## src/rtl/grid_keypad_scanner.sv

```systemverilog
// grid_keypad_scanner: 3x3 active-low keypad scanner with scan-level debounce.
// Reports one {row,col} strobe per debounced press; key_held tracks the press until debounced release.
module grid_keypad_scanner #(
   parameter int SCAN_DIV       = 50000,
   parameter int DEBOUNCE_SCANS = 10
) (
   input  logic       CLOCK_50,
   input  logic       reset,
   input  logic [2:0] row_in,
   output logic [2:0] col_drive,
   output logic [3:0] key_code,
   output logic       key_valid,
   output logic       key_held
);
   localparam int DW = $clog2(SCAN_DIV);
   localparam int CW = $clog2(DEBOUNCE_SCANS + 1);

   typedef enum logic {IDLE, HELD} state_t;
   typedef enum logic [1:0] {NONE, SINGLE, MULTI} cls_t;

   logic [2:0]      sync1, sync2;
   logic [DW-1:0]   div;
   logic [1:0]      col;
   logic [1:0][2:0] hit;
   cls_t            prev_cls, cls;
   logic [3:0]      prev_code, code, code_n;
   logic [CW-1:0]   cnt, cnt_n;
   state_t          state, state_n;
   logic            valid_n, sample, scan_done, stable;
   logic [8:0]      hits;
   logic [3:0]      nhits;

   assign sample    = div == DW'(SCAN_DIV - 1);
   assign scan_done = sample && col == 2'd2;
   assign col_drive = ~(3'b001 << col);
   assign key_held  = state == HELD;
   assign hits      = {~sync2, hit[1], hit[0]};

   // Bit c*3+r of hits is the hit for row r, column c; column 2 comes straight from the synchronizer.
   always_comb begin
      nhits = '0;
      code  = '0;
      for (int c = 0; c < 3; c++)
         for (int r = 0; r < 3; r++)
            if (hits[c*3+r]) begin
               nhits = nhits + 4'd1;
               code  = {2'(r), 2'(c)};
            end
      cls    = nhits == 4'd0 ? NONE : nhits == 4'd1 ? SINGLE : MULTI;
      code   = cls == SINGLE ? code : 4'h0;
      cnt_n  = (cls == prev_cls && code == prev_code) ?
               (cnt == CW'(DEBOUNCE_SCANS) ? cnt : cnt + CW'(1)) : CW'(1);
      stable = scan_done && cnt_n == CW'(DEBOUNCE_SCANS);
   end

   always_comb begin
      state_n = state;
      valid_n = 1'b0;
      code_n  = key_code;
      if (state == IDLE && stable && cls == SINGLE) begin
         state_n = HELD;
         valid_n = 1'b1;
         code_n  = code;
      end
      if (state == HELD && stable && cls == NONE)
         state_n = IDLE;
   end

   always_ff @(posedge CLOCK_50 or posedge reset) begin
      if (reset) begin
         sync1     <= 3'b111;
         sync2     <= 3'b111;
         div       <= '0;
         col       <= 2'd0;
         hit       <= '0;
         prev_cls  <= NONE;
         prev_code <= 4'h0;
         cnt       <= '0;
         state     <= IDLE;
         key_valid <= 1'b0;
         key_code  <= 4'h0;
      end else begin
         sync1     <= row_in;
         sync2     <= sync1;
         div       <= sample ? '0 : div + DW'(1);
         key_valid <= valid_n;
         key_code  <= code_n;
         state     <= state_n;
         if (sample) begin
            col <= col == 2'd2 ? 2'd0 : col + 2'd1;
            if (col != 2'd2)
               hit[col[0]] <= ~sync2;
         end
         if (scan_done) begin
            prev_cls  <= cls;
            prev_code <= code;
            cnt       <= cnt_n;
         end
      end
   end
endmodule

```

## config.mk

```make
export PLATFORM = sky130hd
export DESIGN_NAME = grid_keypad_scanner
export DESIGN_NICKNAME = d
export VERILOG_FILES = /design/src/rtl/grid_keypad_scanner.sv
export SDC_FILE = /design/constraint.sdc
export NUM_CORES = 1
export LEC_CHECK = 0
export ABC_AREA = 1
export CAP_MARGIN = 15
export CELL_PAD_IN_SITES_DETAIL_PLACEMENT = 1
export CELL_PAD_IN_SITES_GLOBAL_PLACEMENT = 1
export CORE_ASPECT_RATIO = 1.75
export CORE_UTILIZATION = 48
export DETAILED_ROUTE_END_ITERATION = 12
export GPL_ROUTABILITY_DRIVEN = 0
export PLACE_DENSITY_LB_ADDON = 0.1
export SYNTH_ARGS = -nofsm -noshare
export SYNTH_HDL_FRONTEND = slang
export SYNTH_SLANG_ARGS = --single-unit
```

## constraint.sdc

```tcl
create_clock -name CLOCK_50 -period 11.34 [get_ports CLOCK_50]
set_clock_uncertainty 0.05 [all_clocks]
set_input_delay 3.402 -clock CLOCK_50 [delete_from_list [all_inputs] [get_ports CLOCK_50]]
set_output_delay 3.402 -clock CLOCK_50 [all_outputs]
set_load 0.01 [all_outputs]
```

# Word-level counts from Yosys, hierarchy flattened
# Index checks and enable logic that the tools add are counted.
# totals
reg_bits	46
in_bits	5
out_inout_bits	9
word_cells	80
# op_classes
add_sub_neg	11
n_lt_le_gt_ge	2
n_eq_ne	9
shifts	1
muxes	30
bitwise	3
reduce_logical	12
# op_table
operator	n
4-bit 2-to-1 mux	17
4-bit by 1-bit adder with 4-bit output, second input constant	8
16-bit by 1-bit adder with 16-bit output, second input constant	1
16-bit == test, second input constant	1
16-bit 2-to-1 mux	1
4-bit == test, second input constant	2
1-bit logical AND	8
2-bit 2-to-1 mux	4
6-bit bitwise mux	1
3-bit 2-to-1 mux	2
3-bit NOT	2
4-bit by 1-bit == test with 1-bit output, second input constant	1
4-bit == test	1
4-bit logical NOT	1
1-bit 2-to-1 mux	4
3-bit demux with 1-bit select	1
1-bit by 2-bit left shift with 3-bit output, first input constant	1
1-bit by 1-bit adder with 2-bit output, second input constant	1
2-bit by 1-bit adder with 2-bit output, second input constant	1
2-bit by 1-bit == test with 1-bit output, second input constant	1
2-bit == test	1
2-bit == test, second input constant	1
2-bit logical NOT	1
1-bit by 2-bit less-than comparator with 1-bit output, second input constant	1
other kinds (5)	5

# Longest topological paths before layout
# logic_depth
word_depth	31
mapped_depth	41
mapped_depth_nobuf	41

# Worst setup path before layout
# Ideal clock, no wire load.
# synth_timing
path_kind	reg2reg
start	register hit[0] (netlist name)
end	register key_code[1]
setup_ps	117
t_arrival_ps	5227
required_ps	11173
setup_slack_ps	5946
path_stages_with_launch	41
path_buffers	1
period_less_slack_ps	5394
cell_sequence	dfrtp_1 inv_1 ha_1 inv_2 nand2_4 nand2_1 inv_1 ha_1 nand2_1 nand2_1 ha_1 or2_1 nand2_1 inv_1 ha_1 nand2_1 nand2_1 ha_1 [... 5 more ...] nand2_1 ha_1 inv_1 nor2_1 xnor3_1 clkinv_1 nand2_2 nor2_4 buf_6 nand3_1 nand2_1 nand2_1 nor2_2 nand4_1 nor2_1 nand3_2 nand2_1 nand2_1
# synth_via
elab_chain_len	29
elab_cells_between_ends	31
cone_classes	8 x add/sub; 5 x eq/ne; 13 x mux; 5 x reduce/logical
# synth_rtl
element	line	text
start: declaration	24	logic [1:0][2:0] hit;
start signal: indexed assignment	92	hit[col[0]] <= ~sync2;
1-bit 2-to-1 mux (*)	45	if (hits[c*3+r]) begin
1-bit by 1-bit adder with 2-bit output	46	nhits = nhits + 4'd1;
2-bit 2-to-1 mux (*)	45	
4-bit by 1-bit adder with 4-bit output	46	
4-bit 2-to-1 mux (*)	45	
4-bit by 1-bit adder with 4-bit output	46	
4-bit 2-to-1 mux (*)	45	
4-bit by 1-bit adder with 4-bit output	46	
[... 12 more ...]	-	
2-bit by 1-bit == test with 1-bit output	50, 60	
4-bit 2-to-1 mux	50	code = cls == SINGLE ? code : 4'h0;
4-bit == test	51	cnt_n = (cls == prev_cls && code == prev_code) ?
1-bit logical AND	51	
4-bit 2-to-1 mux	51	
4-bit == test	53	stable = scan_done && cnt_n == CW'(DEBOUNCE_SCANS);
1-bit logical AND	53	
1-bit logical AND (2 in series)	60	if (state == IDLE && stable && cls == SINGLE) begin
end signal: assignment	87	key_code <= code_n;
end: declaration	11	output logic [3:0] key_code,
# Mark *: on every way between the ends. The rest lies on a longest branch, timed or not.
# A chain may end at the register's enable or synchronous reset.

# Final worst setup path
# layout_timing
start	register hit[1] (netlist name)
end	register key_code[0]
# layout_via
elab_chain_len	27
elab_cells_between_ends	37
cone_classes	7 x add/sub; 5 x eq/ne; 20 x mux; 5 x reduce/logical
# layout_rtl
element	line
2-bit 2-to-1 mux	45
4-bit by 1-bit adder with 4-bit output	46
4-bit 2-to-1 mux	45
4-bit by 1-bit adder with 4-bit output	46
4-bit 2-to-1 mux	45
4-bit by 1-bit adder with 4-bit output	46
4-bit 2-to-1 mux	45
4-bit by 1-bit adder with 4-bit output	46
[... 10 more ...]	-
2-bit by 1-bit == test with 1-bit output	50, 60
4-bit 2-to-1 mux	50
4-bit == test	51
1-bit logical AND	51
4-bit 2-to-1 mux	51
4-bit == test	53
1-bit logical AND	53
1-bit logical AND (2 in series)	60
# Parallel ways exist; a longest one is shown, timed or not.

==> metrics.csv <==
stage;metric;value;unit
detailed_routing;vias_per_cell;5.26;
clock_tree;hold_buffers;0;
run;maxCapViolCount;0;
finish;drive_gt1_frac;0.157;
die;ios;14;
synth;synth_ff_type;dfrtp_1;
worst_setup_path;critPathKind;flip-flop to flip-flop;
detailed_routing;totalWireLength;8030;microns
detailed_routing;wl_per_cell;15.2;microns
detailed_routing;ant_nets;0;
worst_setup_path;max_stage_delay;0.39;ns
finish;fillers;838;
synth;synth_compound_area_frac;0.0559;
clock_tree;h-tree-depth;2;
die;die-width;63.5;microns
synth;synth_top_area_share;0.315;
synth;synth-async-reset-ratio;1.00;
placed_design;portBuffers;13;
timing;layout_setup_ws;5.14;ns
synth;synthAdderAreaFrac;0.0433;
power;power_density;87.4;nW/um^2
clock_tree;clk_pin_slew;0.10;ns
timing;slew_headroom;0.356;
synth;netlist_top_cells_area;dfrtp_1, nand2_1, inv_1, nand3_1, dfstp_2;
detailed_routing;vias;2771;
synth;synthSimpleGateAreaFrac;0.416;
timing;finalHoldViolations;0;
synth;yosysWarnings;0;
synth;syn-cell-area;3180;sq um
timing;setup_viol;0;
worst_setup_path;path_delay_family;simple AND/OR/NAND/NOR gates;
timing;period_minus_slack;6.20;ns
detailed_routing;first_pass_iters;4;
synth;ys_seq_elements;46;
die;fp.coreArea;6280;sq um
grt;overflow;0;
grt;track_usage;0.260;
synth;syn_nets;448;
die;die-area;6970;sq um
placed_design;dp_hpwl;6500;microns
synth;ys_seq_area_frac;0.364;
synth;synthDistinctLibCells;35;
clock_tree;cts.sinks;46;
synth;synthCells;432;
grt;grt_pass1_vias;3027;
finish;antennaDiodeCount;0;
hold_path;hold_class;flip-flop to flip-flop;
die;die_h;110;microns
detailed_routing;drc;0;
worst_setup_path;cp_max_fo;14;
die;rows;38;
timing;period_share;0.547;
clock_tree;cts_made_buffers;5;
worst_setup_path;crit_arrival;6.36;ns
power;cellLeakagePower;1.78;nW
timing;tightest_slew;0.965;ns
synth;synth_edf_count;0;
finish;nets;462;
worst_setup_path;cp-end-kind;flip-flop;
synth;synth_mux_area_frac;0;
timing;rsz0062_at_grt;false;
worst_setup_path;required;11.50;ns
clock_tree;tritoncts;done;
detailed_routing;drt_iter0_drc;55;
clock_tree;post_cts_buffers;0;
synth;synth_xor_area_frac;0.0181;
worst_setup_path;start_kind;flip-flop;
clock_tree;root_buffer;clkbuf_8;
status;status;finished, final reports clean;
timing;final_max_slew_viol_count;0;
timing;max_freq;0.161;GHz
placed_design;place_ws;5.16;ns
clock_tree;clkLatencyLatePin;0.31;ns
power;ir_drop;86.1;uV
timing;setup_tns;0;ns
synth;synth_top_family_by_area;simple AND/OR/NAND/NOR gates;
finish;area_delta_synth_final;8.89;%
clock_tree;cts_resized;0;
die;initial_core_util;0.507;
clock_tree;clockBufferDepth;2;
worst_setup_path;cp_slowest_cell;dfrtp_1;
worst_setup_path;crit_top_cell;nand2_1;
grt;antenna_found_initial;0;
grt;grt_pass1_wl;13700;microns
grt;grt_max_degree;47;
worst_setup_path;cp.buffers_inverters;7;
synth;netlist.top_cell.by_area;dfrtp_1;
synth;syn_avg_cell_area;7.36;sq um
## area by class of cell
type / count / area [sq um] / share of cell area
clock buffers: 5 / 68.8 / 0.0199
clock inverters: 3 / 23.8 / 0.00687
inverters: 75 / 284 / 0.0820
multi-input cells: 305 / 1700 / 0.490
flip-flops and latches: 46 / 1160 / 0.335
well taps: 80 / 100 / 0.0289
repair buffers: 13 / 130 / 0.0376
## kinds of logic after synthesis
group / after synthesis
compound gates: 33
xor+xnor: 5
fa+ha+maj: 11
buf+inv: 81
flops: 46
simple gates: 256
## per-layer routing
metal | vias up | wire (microns) | GRT usage
li1 | 1393 | - | -
met1 | 1344 | 2930 | 0.239
met2 | 21 | 4790 | 0.551
met3 | 13 | 120 | 0.0353
met4 | 0 | 184 | 0.0958
met5 | - | 0 | 0
## report_power, final
group          leakage (nW)  internal [mW]  total, mW  switching [mW]
Sequential            0.608          0.166      0.168         0.00183
Combinational          1.13        0.00904     0.0286          0.0195
Clock                0.0408         0.0441      0.106          0.0622
Total                  1.78          0.219      0.303          0.0836
## through the flow
step / total power [mW] / area (sq um) / hold WS [ns] / cells / util
6_report: 0.303 / 3460 / 0.305 / 527 / 0.552
3_3_place_gp: 0.199 / 3370 / 0.296 / 519 / 0.537
2_1_floorplan: 0.193 / 3180 / 0.295 / 432 / -
5_1_grt: 0.317 / 3460 / 0.307 / 527 / 0.552
3_5_place_dp: 0.200 / 3370 / 0.297 / 519 / 0.537
4_1_cts: 0.307 / 3460 / 0.306 / 527 / 0.552
## state kept, by name, indices dropped and copies added, names as in the netlist
name and cells:
div 16, hit 6, cnt 4, key_code 4, prev_code 4, sync1 3
sync2 3, col 2, prev_cls 2, key_held 1, key_valid 1
## worst paths after layout
check / start / end / slack [ns] / depth (start not counted)
hold reg to reg: sync1[2]$_DFF_PP1_ / sync2[2]$_DFF_PP1_ / 0.30 / 0
setup / recovery: hit[1]$_DFFE_PP0P_ / key_code[0]$_DFFE_PP0P_ / 5.14 / 40
max in group asynchronous: reset / prev_code[1]$_DFFE_PP0P_ / 7.06 / 2
min in group asynchronous: reset / div[0]$_DFF_PP0_ / 3.57 / 2
setup reg to reg: hit[1]$_DFFE_PP0P_ / key_code[0]$_DFFE_PP0P_ / 5.14 / 40
hold / removal: sync1[2]$_DFF_PP1_ / sync2[2]$_DFF_PP1_ / 0.30 / 0
## synth_stat cells, types with 4 or more instances
library cell and instances:
nand3_2 10, o21ai_0 17, xor2_1 4, nand2_2 12
dfstp_2 6, nor3_1 8, dfrtp_1 40, a21oi_1 8
nor2_2 7, inv_1 65, ha_1 11, nand3_1 34
nand4_1 12, nand3_4 5, nand2_1 117, nor2_1 33
nand2_4 8, inv_2 6
## layout by cell type, fill, tap and decap left out, types with 3 or more instances in the layout
cell type | Yosys | final
a21oi_1 | 8 | 8
a31oi_1 | 3 | 3
clkbuf_8 | 0 | 5
clkdlybuf4s50_1 | 0 | 13
clkinv_1 | 3 | 3
dfrtp_1 | 40 | 40
dfstp_2 | 6 | 6
ha_1 | 11 | 11
inv_1 | 65 | 64
inv_2 | 6 | 7
nand2_1 | 117 | 117
nand2_2 | 12 | 12
nand2_4 | 8 | 8
nand3_1 | 34 | 34
nand3_2 | 10 | 10
nand3_4 | 5 | 5
nand4_1 | 12 | 12
nor2_1 | 33 | 33
nor2_2 | 7 | 7
nor2_4 | 3 | 3
nor3_1 | 8 | 8
o21ai_0 | 17 | 17
or2_2 | 3 | 3
xor2_1 | 4 | 4
Note: power is estimated with default switching activity, not from simulation.
